[config.mk]
export PLATFORM = sky130hd
export DESIGN_NAME = cmos_frame_reporter
export DESIGN_NICKNAME = d
export VERILOG_FILES = /design/src/rtl/cmos_report_pkg.sv /design/src/rtl/cmos_frame_reporter_uart_byte_tx.sv /design/src/rtl/cmos_frame_reporter.sv
export SDC_FILE = /design/constraint.sdc
export NUM_CORES = 1
export LEC_CHECK = 0
export BUFFER_PORTS_ARGS = -buffer_cell sky130_fd_sc_hd__buf_4
export CORE_MARGIN = 4
export CORE_UTILIZATION = 45
export CTS_CLUSTER_DIAMETER = 50
export CTS_CLUSTER_SIZE = 30
export DETAILED_ROUTE_END_ITERATION = 10
export HOLD_SLACK_MARGIN = 0.08
export SKIP_LAST_GASP = 1
export SLEW_MARGIN = 20
export SYNTH_ARGS = -nofsm -noshare
export SYNTH_HDL_FRONTEND = slang
export SYNTH_SLANG_ARGS = --single-unit
[constraint.sdc]
create_clock -name I_pxl_clk -period 6.3 [get_ports I_pxl_clk]
set_clock_uncertainty 0.1 [all_clocks]
set_input_delay 0.945 -clock I_pxl_clk [delete_from_list [all_inputs] [get_ports I_pxl_clk]]
set_output_delay 0.945 -clock I_pxl_clk [all_outputs]
set_load 0.05 [all_outputs]
[src/rtl/cmos_report_pkg.sv]
// Shared constants, hex helper and formatter state type for the CMOS frame reporter.
package cmos_report_pkg;

    localparam int unsigned MSG_LEN_LUMA = 25;
    localparam int unsigned MSG_LEN_BASE = 20;

    localparam logic [7:0] ASCII_EQ = 8'h3D;
    localparam logic [7:0] ASCII_SP = 8'h20;
    localparam logic [7:0] ASCII_F  = 8'h46;
    localparam logic [7:0] ASCII_L  = 8'h4C;
    localparam logic [7:0] ASCII_P  = 8'h50;
    localparam logic [7:0] ASCII_Y  = 8'h59;
    localparam logic [7:0] ASCII_CR = 8'h0D;
    localparam logic [7:0] ASCII_LF = 8'h0A;

    // Upper-case ASCII hex digit for a nibble.
    function automatic logic [7:0] nibble_to_hex(input logic [3:0] nib);
        if (nib < 4'd10) begin
            return 8'h30 + {4'h0, nib};
        end
        return 8'h37 + {4'h0, nib};
    endfunction

    typedef enum logic [1:0] {StIdle, StSend, StWait} fmt_state_e;

endpackage

[src/rtl/cmos_frame_reporter_uart_byte_tx.sv]
// 8N1 byte transmitter; O_done pulses in the final cycle of the stop bit so the next
// byte can follow after at most one idle cycle.
module uart_byte_tx #(
    parameter int unsigned CLK_DIV = 365
) (
    input  logic       I_pxl_clk,
    input  logic       I_rst,
    input  logic [7:0] I_data,
    input  logic       I_start,
    output logic       O_done,
    output logic       O_tx
);

    localparam int unsigned DIV_W = (CLK_DIV > 1) ? $clog2(CLK_DIV) : 1;
    localparam logic [DIV_W-1:0] DIV_LAST = DIV_W'(CLK_DIV - 1);

    logic [DIV_W-1:0] div_q;
    logic [3:0]       bit_q;
    logic [8:0]       shift_q;
    logic             active_q;
    logic             tx_q;
    logic             bit_end;

    assign bit_end = active_q && (div_q == DIV_LAST);
    assign O_done  = bit_end && (bit_q == 4'd9);
    assign O_tx    = tx_q;

    // bit_q: 0 = start, 1..8 = data LSB first, 9 = stop
    always_ff @(posedge I_pxl_clk) begin
        if (I_rst) begin
            active_q <= 1'b0;
            tx_q     <= 1'b1;
            div_q    <= '0;
            bit_q    <= 4'd0;
            shift_q  <= '0;
        end else if (!active_q) begin
            if (I_start) begin
                active_q <= 1'b1;
                tx_q     <= 1'b0;
                shift_q  <= {1'b1, I_data};
                div_q    <= '0;
                bit_q    <= 4'd0;
            end
        end else if (bit_end) begin
            div_q <= '0;
            if (bit_q == 4'd9) begin
                active_q <= 1'b0;
                tx_q     <= 1'b1;
            end else begin
                tx_q    <= shift_q[0];
                shift_q <= {1'b1, shift_q[8:1]};
                bit_q   <= bit_q + 4'd1;
            end
        end else begin
            div_q <= div_q + 1'b1;
        end
    end

endmodule

[src/rtl/cmos_frame_reporter.sv]
// Per-frame geometry monitor with periodic ASCII report over UART, pixel-clock domain only.
// Define CMOS_REPORT_LUMA_EN to add peak-luma tracking and the " Y=hh" field.
module cmos_frame_reporter #(
    parameter int unsigned CLK_DIV      = 365,
    parameter int unsigned REPORT_EVERY = 16
) (
    input  logic        I_pxl_clk,
    input  logic        I_rst,
    input  logic        I_vsync,
    input  logic        I_href,
    input  logic        I_pix_valid,
    input  logic [15:0] I_pix_data,
    output logic        O_uart_tx,
    output logic        O_busy,
    output logic [15:0] O_frame_cnt,
    output logic        O_overrun
);

    import cmos_report_pkg::*;

`ifdef CMOS_REPORT_LUMA_EN
    localparam int unsigned MSG_LEN = MSG_LEN_LUMA;
`else
    localparam int unsigned MSG_LEN = MSG_LEN_BASE;
`endif
    localparam logic [4:0] LAST_IDX = 5'(MSG_LEN - 1);

    logic        vsync_q, href_q;
    logic        vs_rise, href_rise, href_fall, pix_ok;
    logic [11:0] line_cnt_q, px_cnt_q, last_px_q, px_cnt_inc;
    logic [15:0] frame_cnt_q, frame_cnt_inc;
    logic        frame_done, report_due, load_report;
    logic [15:0] rep_frame_q;
    logic [11:0] rep_line_q, rep_px_q;
    logic        overrun_q;

    fmt_state_e  state_q, state_d;
    logic [4:0]  idx_q, idx_d;
    logic        tx_start, tx_done;
    logic [7:0]  msg_byte;

    assign vs_rise       = I_vsync & ~vsync_q;
    assign href_rise     = I_href & ~href_q;
    assign href_fall     = ~I_href & href_q;
    assign pix_ok        = I_pix_valid & href_q;
    assign px_cnt_inc    = (pix_ok && px_cnt_q != 12'hFFF) ? px_cnt_q + 12'd1 : px_cnt_q;
    assign frame_done    = vs_rise && (line_cnt_q != 12'd0);
    assign frame_cnt_inc = frame_cnt_q + 16'd1;
    assign report_due    = frame_done && ((32'(frame_cnt_inc) % REPORT_EVERY) == 32'd0);
    assign load_report   = report_due && (state_q == StIdle);

    always_ff @(posedge I_pxl_clk) begin
        if (I_rst) begin
            vsync_q     <= 1'b0;
            href_q      <= 1'b0;
            frame_cnt_q <= '0;
            line_cnt_q  <= '0;
            px_cnt_q    <= '0;
            last_px_q   <= '0;
            rep_frame_q <= '0;
            rep_line_q  <= '0;
            rep_px_q    <= '0;
            overrun_q   <= 1'b0;
        end else begin
            vsync_q <= I_vsync;
            href_q  <= I_href;
            if (frame_done) begin
                frame_cnt_q <= frame_cnt_inc;
            end
            // Frame boundary wins; a coincident href rise is the first line of the new frame.
            if (frame_done) begin
                line_cnt_q <= href_rise ? 12'd1 : 12'd0;
            end else if (href_rise && line_cnt_q != 12'hFFF) begin
                line_cnt_q <= line_cnt_q + 12'd1;
            end
            px_cnt_q <= href_rise ? 12'd0 : px_cnt_inc;
            if (href_fall) begin
                last_px_q <= px_cnt_inc;
            end else if (frame_done) begin
                last_px_q <= 12'd0;
            end
            if (load_report) begin
                rep_frame_q <= frame_cnt_inc;
                rep_line_q  <= line_cnt_q;
                rep_px_q    <= last_px_q;
            end
            overrun_q <= report_due && (state_q != StIdle);
        end
    end

`ifdef CMOS_REPORT_LUMA_EN
    logic [6:0] luma, max_luma_q, rep_luma_q;

    assign luma = 7'(I_pix_data[15:11]) + 7'(I_pix_data[10:5]) + 7'(I_pix_data[4:0]);

    always_ff @(posedge I_pxl_clk) begin
        if (I_rst) begin
            max_luma_q <= '0;
            rep_luma_q <= '0;
        end else begin
            if (frame_done) begin
                max_luma_q <= pix_ok ? luma : 7'd0;
            end else if (pix_ok && luma > max_luma_q) begin
                max_luma_q <= luma;
            end
            if (load_report) begin
                rep_luma_q <= max_luma_q;
            end
        end
    end
`else
    logic unused_pix_data;
    assign unused_pix_data = ^I_pix_data;
`endif

    always_comb begin
        msg_byte = ASCII_SP;
        case (idx_q)
            5'd0:    msg_byte = ASCII_F;
            5'd1:    msg_byte = ASCII_EQ;
            5'd2:    msg_byte = nibble_to_hex(rep_frame_q[15:12]);
            5'd3:    msg_byte = nibble_to_hex(rep_frame_q[11:8]);
            5'd4:    msg_byte = nibble_to_hex(rep_frame_q[7:4]);
            5'd5:    msg_byte = nibble_to_hex(rep_frame_q[3:0]);
            5'd7:    msg_byte = ASCII_L;
            5'd8:    msg_byte = ASCII_EQ;
            5'd9:    msg_byte = nibble_to_hex(rep_line_q[11:8]);
            5'd10:   msg_byte = nibble_to_hex(rep_line_q[7:4]);
            5'd11:   msg_byte = nibble_to_hex(rep_line_q[3:0]);
            5'd13:   msg_byte = ASCII_P;
            5'd14:   msg_byte = ASCII_EQ;
            5'd15:   msg_byte = nibble_to_hex(rep_px_q[11:8]);
            5'd16:   msg_byte = nibble_to_hex(rep_px_q[7:4]);
            5'd17:   msg_byte = nibble_to_hex(rep_px_q[3:0]);
`ifdef CMOS_REPORT_LUMA_EN
            5'd19:   msg_byte = ASCII_Y;
            5'd20:   msg_byte = ASCII_EQ;
            5'd21:   msg_byte = nibble_to_hex({1'b0, rep_luma_q[6:4]});
            5'd22:   msg_byte = nibble_to_hex(rep_luma_q[3:0]);
            5'd23:   msg_byte = ASCII_CR;
            5'd24:   msg_byte = ASCII_LF;
`else
            5'd18:   msg_byte = ASCII_CR;
            5'd19:   msg_byte = ASCII_LF;
`endif
            default: msg_byte = ASCII_SP;
        endcase
    end

    always_ff @(posedge I_pxl_clk) begin
        if (I_rst) begin
            state_q <= StIdle;
            idx_q   <= '0;
        end else begin
            state_q <= state_d;
            idx_q   <= idx_d;
        end
    end

    always_comb begin
        state_d  = state_q;
        idx_d    = idx_q;
        tx_start = 1'b0;
        unique case (state_q)
            StIdle: begin
                if (report_due) begin
                    state_d = StSend;
                    idx_d   = 5'd0;
                end
            end
            StSend: begin
                tx_start = 1'b1;
                state_d  = StWait;
            end
            StWait: begin
                if (tx_done) begin
                    if (idx_q == LAST_IDX) begin
                        state_d = StIdle;
                    end else begin
                        idx_d   = idx_q + 5'd1;
                        state_d = StSend;
                    end
                end
            end
            default: state_d = StIdle;
        endcase
    end

    uart_byte_tx #(
        .CLK_DIV (CLK_DIV)
    ) u_uart_byte_tx (
        .I_pxl_clk (I_pxl_clk),
        .I_rst     (I_rst),
        .I_data    (msg_byte),
        .I_start   (tx_start),
        .O_done    (tx_done),
        .O_tx      (O_uart_tx)
    );

    assign O_busy      = (state_q != StIdle);
    assign O_frame_cnt = frame_cnt_q;
    assign O_overrun   = overrun_q;

endmodule

; Word level (Yosys, flattened, before mapping)
; Cells that the tools add are included.
[word_totals]
regBits = 126
input_bits = 21
out_inout_bits = 19
word_cells = 186
[op_classes]
add_sub_neg = 26
n_lt_le_gt_ge = 10
n_eq_ne = 28
muxes = 75
bitwise_logic = 7
reduce_logical = 23
[ops]
columns = operator, count
row1 = $mux 8, 20
row2 = $add 6x4->7 const A, 20
row3 = $pmux 8 s16, 1
row4 = $mux 9, 7
row5 = $mux 12, 5
row6 = $lt 4x4->1 const B, 10
row7 = $eq 5x4->1 const B, 7
row8 = $logic_not 32->1, 1
row9 = $mux 1, 31
row10 = $add 12x1->12 const B, 2
row11 = $ne 12x12->1 const B, 2
row12 = $eq 5x5->1 const B, 4
row13 = $add 16x1->16 const B, 1
row14 = $mux 4, 4
row15 = $eq 5x3->1 const B, 3
row16 = $mux 5, 3
row17 = $reduce_bool 12->1, 1
row18 = $eq 5x2->1 const B, 2
row19 = $ne 2x2->1 const B, 5
row20 = $pmux 5 s2, 1
row21 = $reduce_bool 2->1, 5
row22 = $add 9x1->9 const B, 1
row23 = $eq 9x9->1 const B, 1
row24 = $logic_and 1x1->1, 8
row25 = 17 further kinds, 24

; Logic depth before layout (Yosys ltp)
[logic_depth]
word_depth = 7
mapped_depth = 9
ltp_nobuf = 8

; Hierarchy
; Synthesis repeated with hierarchy kept, for this count alone.
[hier_totals]
cells_unflattened = 861
hier_area_um2 = 7071.8
[modules_own_cells]
columns = mod, n_inst, cells_each, area_each_um2
row1 = cmos_frame_reporter, 1, 729, 5856.9
row2 = uart_byte_tx, 1, 132, 1214.9

; Worst setup path after synthesis
; OpenSTA, ideal clock, no wires.
[synth_path]
kind = flip-flop to flip-flop
startpoint = reg frame_cnt_q[0], in the netlist O_frame_cnt[0]
endpoint = reg rep_frame_q[0]
setup_time_ps = 140
arrival_ps = 2150
required_ps = 6060
path_slack_ps = 3909
path_stages_with_launch = 9
n_path_buf = 2
synth_period_minus_slack_ps = 2391
cell_sequence = dfxtp_1 -> ha_1 -> a41oi_2 -> nand2b_1 -> or3_1 -> buf_6 -> buf_6 -> nand3_2 -> o21ai_2
[synth_between]
elab_chain_len = 4
[synth_lines]
columns = element, line_no
row1 = from (decl), cmos_frame_reporter.sv:31  ; logic [15:0] frame_cnt_q, frame_cnt_inc;
row2 = from (signal assigned), cmos_frame_reporter.sv:68  ; frame_cnt_q <= frame_cnt_inc;
row3 = $add 16x1->16 (*), cmos_frame_reporter.sv:48  ; assign frame_cnt_inc = frame_cnt_q + 16'd1;
row4 = $logic_not 32->1, cmos_frame_reporter.sv:49  ; assign report_due = frame_done && ((32'(frame_cnt_inc) % REPORT_EVERY) == 32'd0);
row5 = $logic_and 1x1->1, cmos_frame_reporter.sv:49
row6 = $logic_and 1x1->1, cmos_frame_reporter.sv:50  ; assign load_report = report_due && (state_q == StIdle);
row7 = to (signal assigned), cmos_frame_reporter.sv:83  ; rep_frame_q <= frame_cnt_inc;
row8 = to (decl), cmos_frame_reporter.sv:33  ; logic [15:0] rep_frame_q;
; Every way passes the cells marked *; elsewhere a longest branch is shown, timed or not.
; A chain may end at the register's enable or synchronous reset.

; Final worst setup path
[layout_path]
startpoint = reg line_cnt_q[0]
endpoint = reg idx_q[4]
[layout_between]
elab_chain_len = 5
[layout_lines]
columns = element, line_no
row1 = from (decl), cmos_frame_reporter.sv:30  ; logic [11:0] line_cnt_q, px_cnt_q, last_px_q, px_cnt_inc;
row2 = from (signal assigned), cmos_frame_reporter.sv:72  ; line_cnt_q <= href_rise ? 12'd1 : 12'd0;
row3 = from (signal assigned), cmos_frame_reporter.sv:74  ; line_cnt_q <= line_cnt_q + 12'd1;
row4 = $reduce_bool 12->1, cmos_frame_reporter.sv:47  ; assign frame_done = vs_rise && (line_cnt_q != 12'd0);
row5 = $logic_and 1x1->1, cmos_frame_reporter.sv:47
row6 = $logic_and 1x1->1, cmos_frame_reporter.sv:49
row7 = $ne 2x2->1 (no line), -
row8 = $reduce_and 4->1 (no line), -
row9 = to (signal assigned), cmos_frame_reporter.sv:156  ; idx_q <= idx_d;
row10 = to (decl), cmos_frame_reporter.sv:38  ; logic [4:0] idx_q, idx_d;
; Every way passes these cells.

==> metrics.md <==
| Metric | Value |
|---|---|
| Status | finished clean |
| Pre-Repair DR Iteration Count | 5 |
| Flop-to-flop setup slack | 3100 ps |
| CP Data Arrival Time | 3420 ps |
| Post-synth top area cell | dfxtp_1 |
| Slew HR | 0.293 |
| Top post-synthesis cells by count | nand2_1, dfxtp_1, nor2_1 |
| CTS Root Cell | clkbuf_16 |
| DR DRC count | 0 |
| Top post-synthesis cells by area | dfxtp_1, nand2_1, a21oi_1 |
| Hold-fix buffers at CTS | 0 |
| CP Buf/Inv Count | 2 |
| Post-synth net total | 914 |
| First-pass GRT wire length | 29300 um |
| Synthesized instance count | 869 |
| Hold Path Cell Cnt | 2 |
| Die area | 17400 um2 |
| Multi-input logic area | 4040 um2 |
| Crit-path max FO | 14 |
| Register bit count reported by yosys | 126 |
| TritonCTS Buffers | 17 |
| Die X | 132 um |
| Post-CTS resize count | 0 |
| GR Overflow Total | 0 |
| Endpoint type of the worst setup path | register |
| Final min period | 3200 ps |
| Critical path's slowest cell | nor2_1 |
| Max-slew violations | 0 |
| Max_cap viols | 0 |
| Post-synth cell types | 68 |
| Hold Crit Start | last_px_q[7] |
| Post-route design area | 7730 um2 |
| Wirelength per Cell | 16.4 um |
| Crit-path max cell delay | 690 ps |
| # setup viols final | 0 |
| Post-synth EDFFs | 0 |
| Reg2reg end | idx_q[4] |
| FF/Latch Area | 2520 um2 |
| I/O pin cnt | 40 |
| Tightest Pin Transition | 1060 ps |
| Placed Area | 7130 um2 |
| Port bufs | 23 |
| Filler cell count | 1463 |
| Worst setup SP type | register |
| CTS tree | done |
| Avg Cell Area, Syn | 7.97 um2 |
| Share of cells above drive strength 1 | 0.0948 |
| Placed cells | 1042 |
| Initial antenna violation count | 1 |
| Initial DRC count | 359 |
| Vias/cell | 5.73 |
| Crit Path Class | register to register |
| Max Root-Sink Buffers | 2 |
| Ys flop type | dfxtp_1 |
| Total wire length | 17600 um |
| H-tree levels | 4 |
| P&R area growth vs syn | 11.6% |
| Finished Layout Cells | 1074 |
| Die Ht | 132 um |
| Sequential element share of the synthesized area | 0.364 |
| Most common cell in the netlist | nand2_1 |
| Crit-path cells | inv_1 -> ha_1 -> nor4b_1 -> a311o_2 -> nor4b_4 -> buf_4 -> nor2_1 -> nand3_1 -> o31ai_1 |
| Post-layout util | 0.511 |
| Final hold violations | 0 |
| Diode count | 0 |
| Postcts setup bufs | 0 |
| Pin count of the biggest net entering global routing | 82 |
| Ys Warns | 0 |
| Worst Hold End | last_px_q[7] |
| Leak Pwr | 0.00259 uW |
| Tcrit/Tclk final | 0.508 |
| RSZ-0062 raised after global routing | false |
| GR Util All Layers | 0.205 |
| Sum Neg Setup Slack | 0 ps |
| Reg2reg path depth | 9 |
| Dpl hpwl | 12800 um |
| Reg2reg start | line_cnt_q[0] |
| Worst-Skew Late Latency | 420 ps |
| RD Place Congestion | 0.994 |
| Fmax | 312 MHz |
| Antenna-violating nets left | 0 |
| Ys async rst share | 0 |
| Vias in the first global route | 5858 |
| Clock sink count | 126 |
| Core area | 15100 um2 |
| Post-Syn Area | 6930 um2 |
| Hold crit path type | register to register |
| Routed via count | 6153 |
| Rows | 45 |
| Pwr per Cell Area | 239 nW/um2 |
| Worst EP required | 6520 ps |
| Worst VDD drop | 0.000178 V |
| Final nets | 918 |
| Clock transition at path regs | 60 ps |
| Top delay family on crit path | simple AND/OR/NAND/NOR gates |
| Initial core utilization | 0.457 |
| Top cell type's share of synthesized area | 0.364 |
==> stage by stage <==
step	worst slack (ps)	total power [uW]	hold slack, ps
floorplan	3910	860	325
global placement	3020	876	341
detailed placement	3000	877	341
CTS	3140	1870	355
global route	2870	1910	371
finish	3100	1840	352
==> worst register-to-register path: cells and delay by family (launching register included) <==
kind / cells / cell delay (ps)
AND/OR/NAND/NOR: 4 / 1540
buffers and inverters: 2 / 300
flip-flops: 1 / 350
adder cells (fa/ha/maj): 1 / 170
AO/OA/AOI/OAI: 2 / 660
==> power breakdown <==
group	internal [uW]	total, uW	switching, uW
Combinational	13.8	53.2	39.4
Clock	615	985	370
Sequential	801	806	5.44
==> cell usage in the layout, fill, tap and decap left out, types with 8 or more instances in the layout <==
cell type	synthesis	routed
nand2_1	128	128
dfxtp_1	126	126
nor2_1	89	89
a21oi_1	70	70
o21ai_0	44	44
inv_1	37	37
xor2_1	34	34
xnor2_1	28	28
nand3_1	27	27
buf_4	1	26
nor3_1	25	25
ha_1	24	24
clkbuf_16	0	17
nand4_1	16	16
and3_1	15	15
nor2b_1	15	15
and2_1	12	12
a211oi_1	12	12
nand2b_1	10	10
o21ai_2	8	8
==> metal layers <==
metal,global-route usage,vias to the layer above,routed length (um)
met5,0,-,13
met4,0.0688,2,229
met3,0.0420,25,810
met2,0.323,111,8110
met1,0.280,2940,8440
li1,-,3075,-
==> logic make-up after synthesis <==
| kind of cell | Yosys count | synth area share |
|---|---|---|
| AOI/OAI and AO/OA | 200 | 0.189 |
| adders and majority gates | 24 | 0.0433 |
| muxes | 3 | 0.00433 |
| DFF | 126 | 0.364 |
| xor gates and xnor gates | 62 | 0.0784 |
| buffers and inverters | 79 | 0.0544 |
| and+or+nand+nor | 375 | 0.267 |
==> how the worst max path moves through the flow <==
stage,from,to,slack [ps],depth (start not counted)
detailed placement,I_rst,last_px_q[2],3000,5
global route,line_cnt_q[0],idx_q[4],2870,9
finish,line_cnt_q[0],idx_q[4],3100,9
global placement,I_rst,last_px_q[2],3020,5
floorplan,O_frame_cnt[0],rep_frame_q[0],3910,8
CTS,line_cnt_q[0],idx_q[4],3140,9
==> registers in the layout (all words and copies together) (netlist names) <==
signal and count:
O_frame_cnt 16, O_overrun 1, href_q 1, idx_q 5, last_px_q 12, line_cnt_q 12, px_cnt_q 12, rep_frame_q 16
rep_line_q 12, rep_px_q 12, state_q 2, u_uart_byte_tx.O_tx 1, u_uart_byte_tx.active_q 1, u_uart_byte_tx.bit_q 4, u_uart_byte_tx.div_q 9, u_uart_byte_tx.shift_q 9
vsync_q 1
==> cell type report <==
class	count	share of cell area
Timing Repair Buffer	26	0.0252
Clock buffer	20	0.0603
Clock inverter	12	0.0175
Inverter	38	0.0184
Multi-Input combinational cell	664	0.522
Tap cell	188	0.0304
Sequential cell	126	0.326
Note: power is estimated with default switching activity, not from simulation.
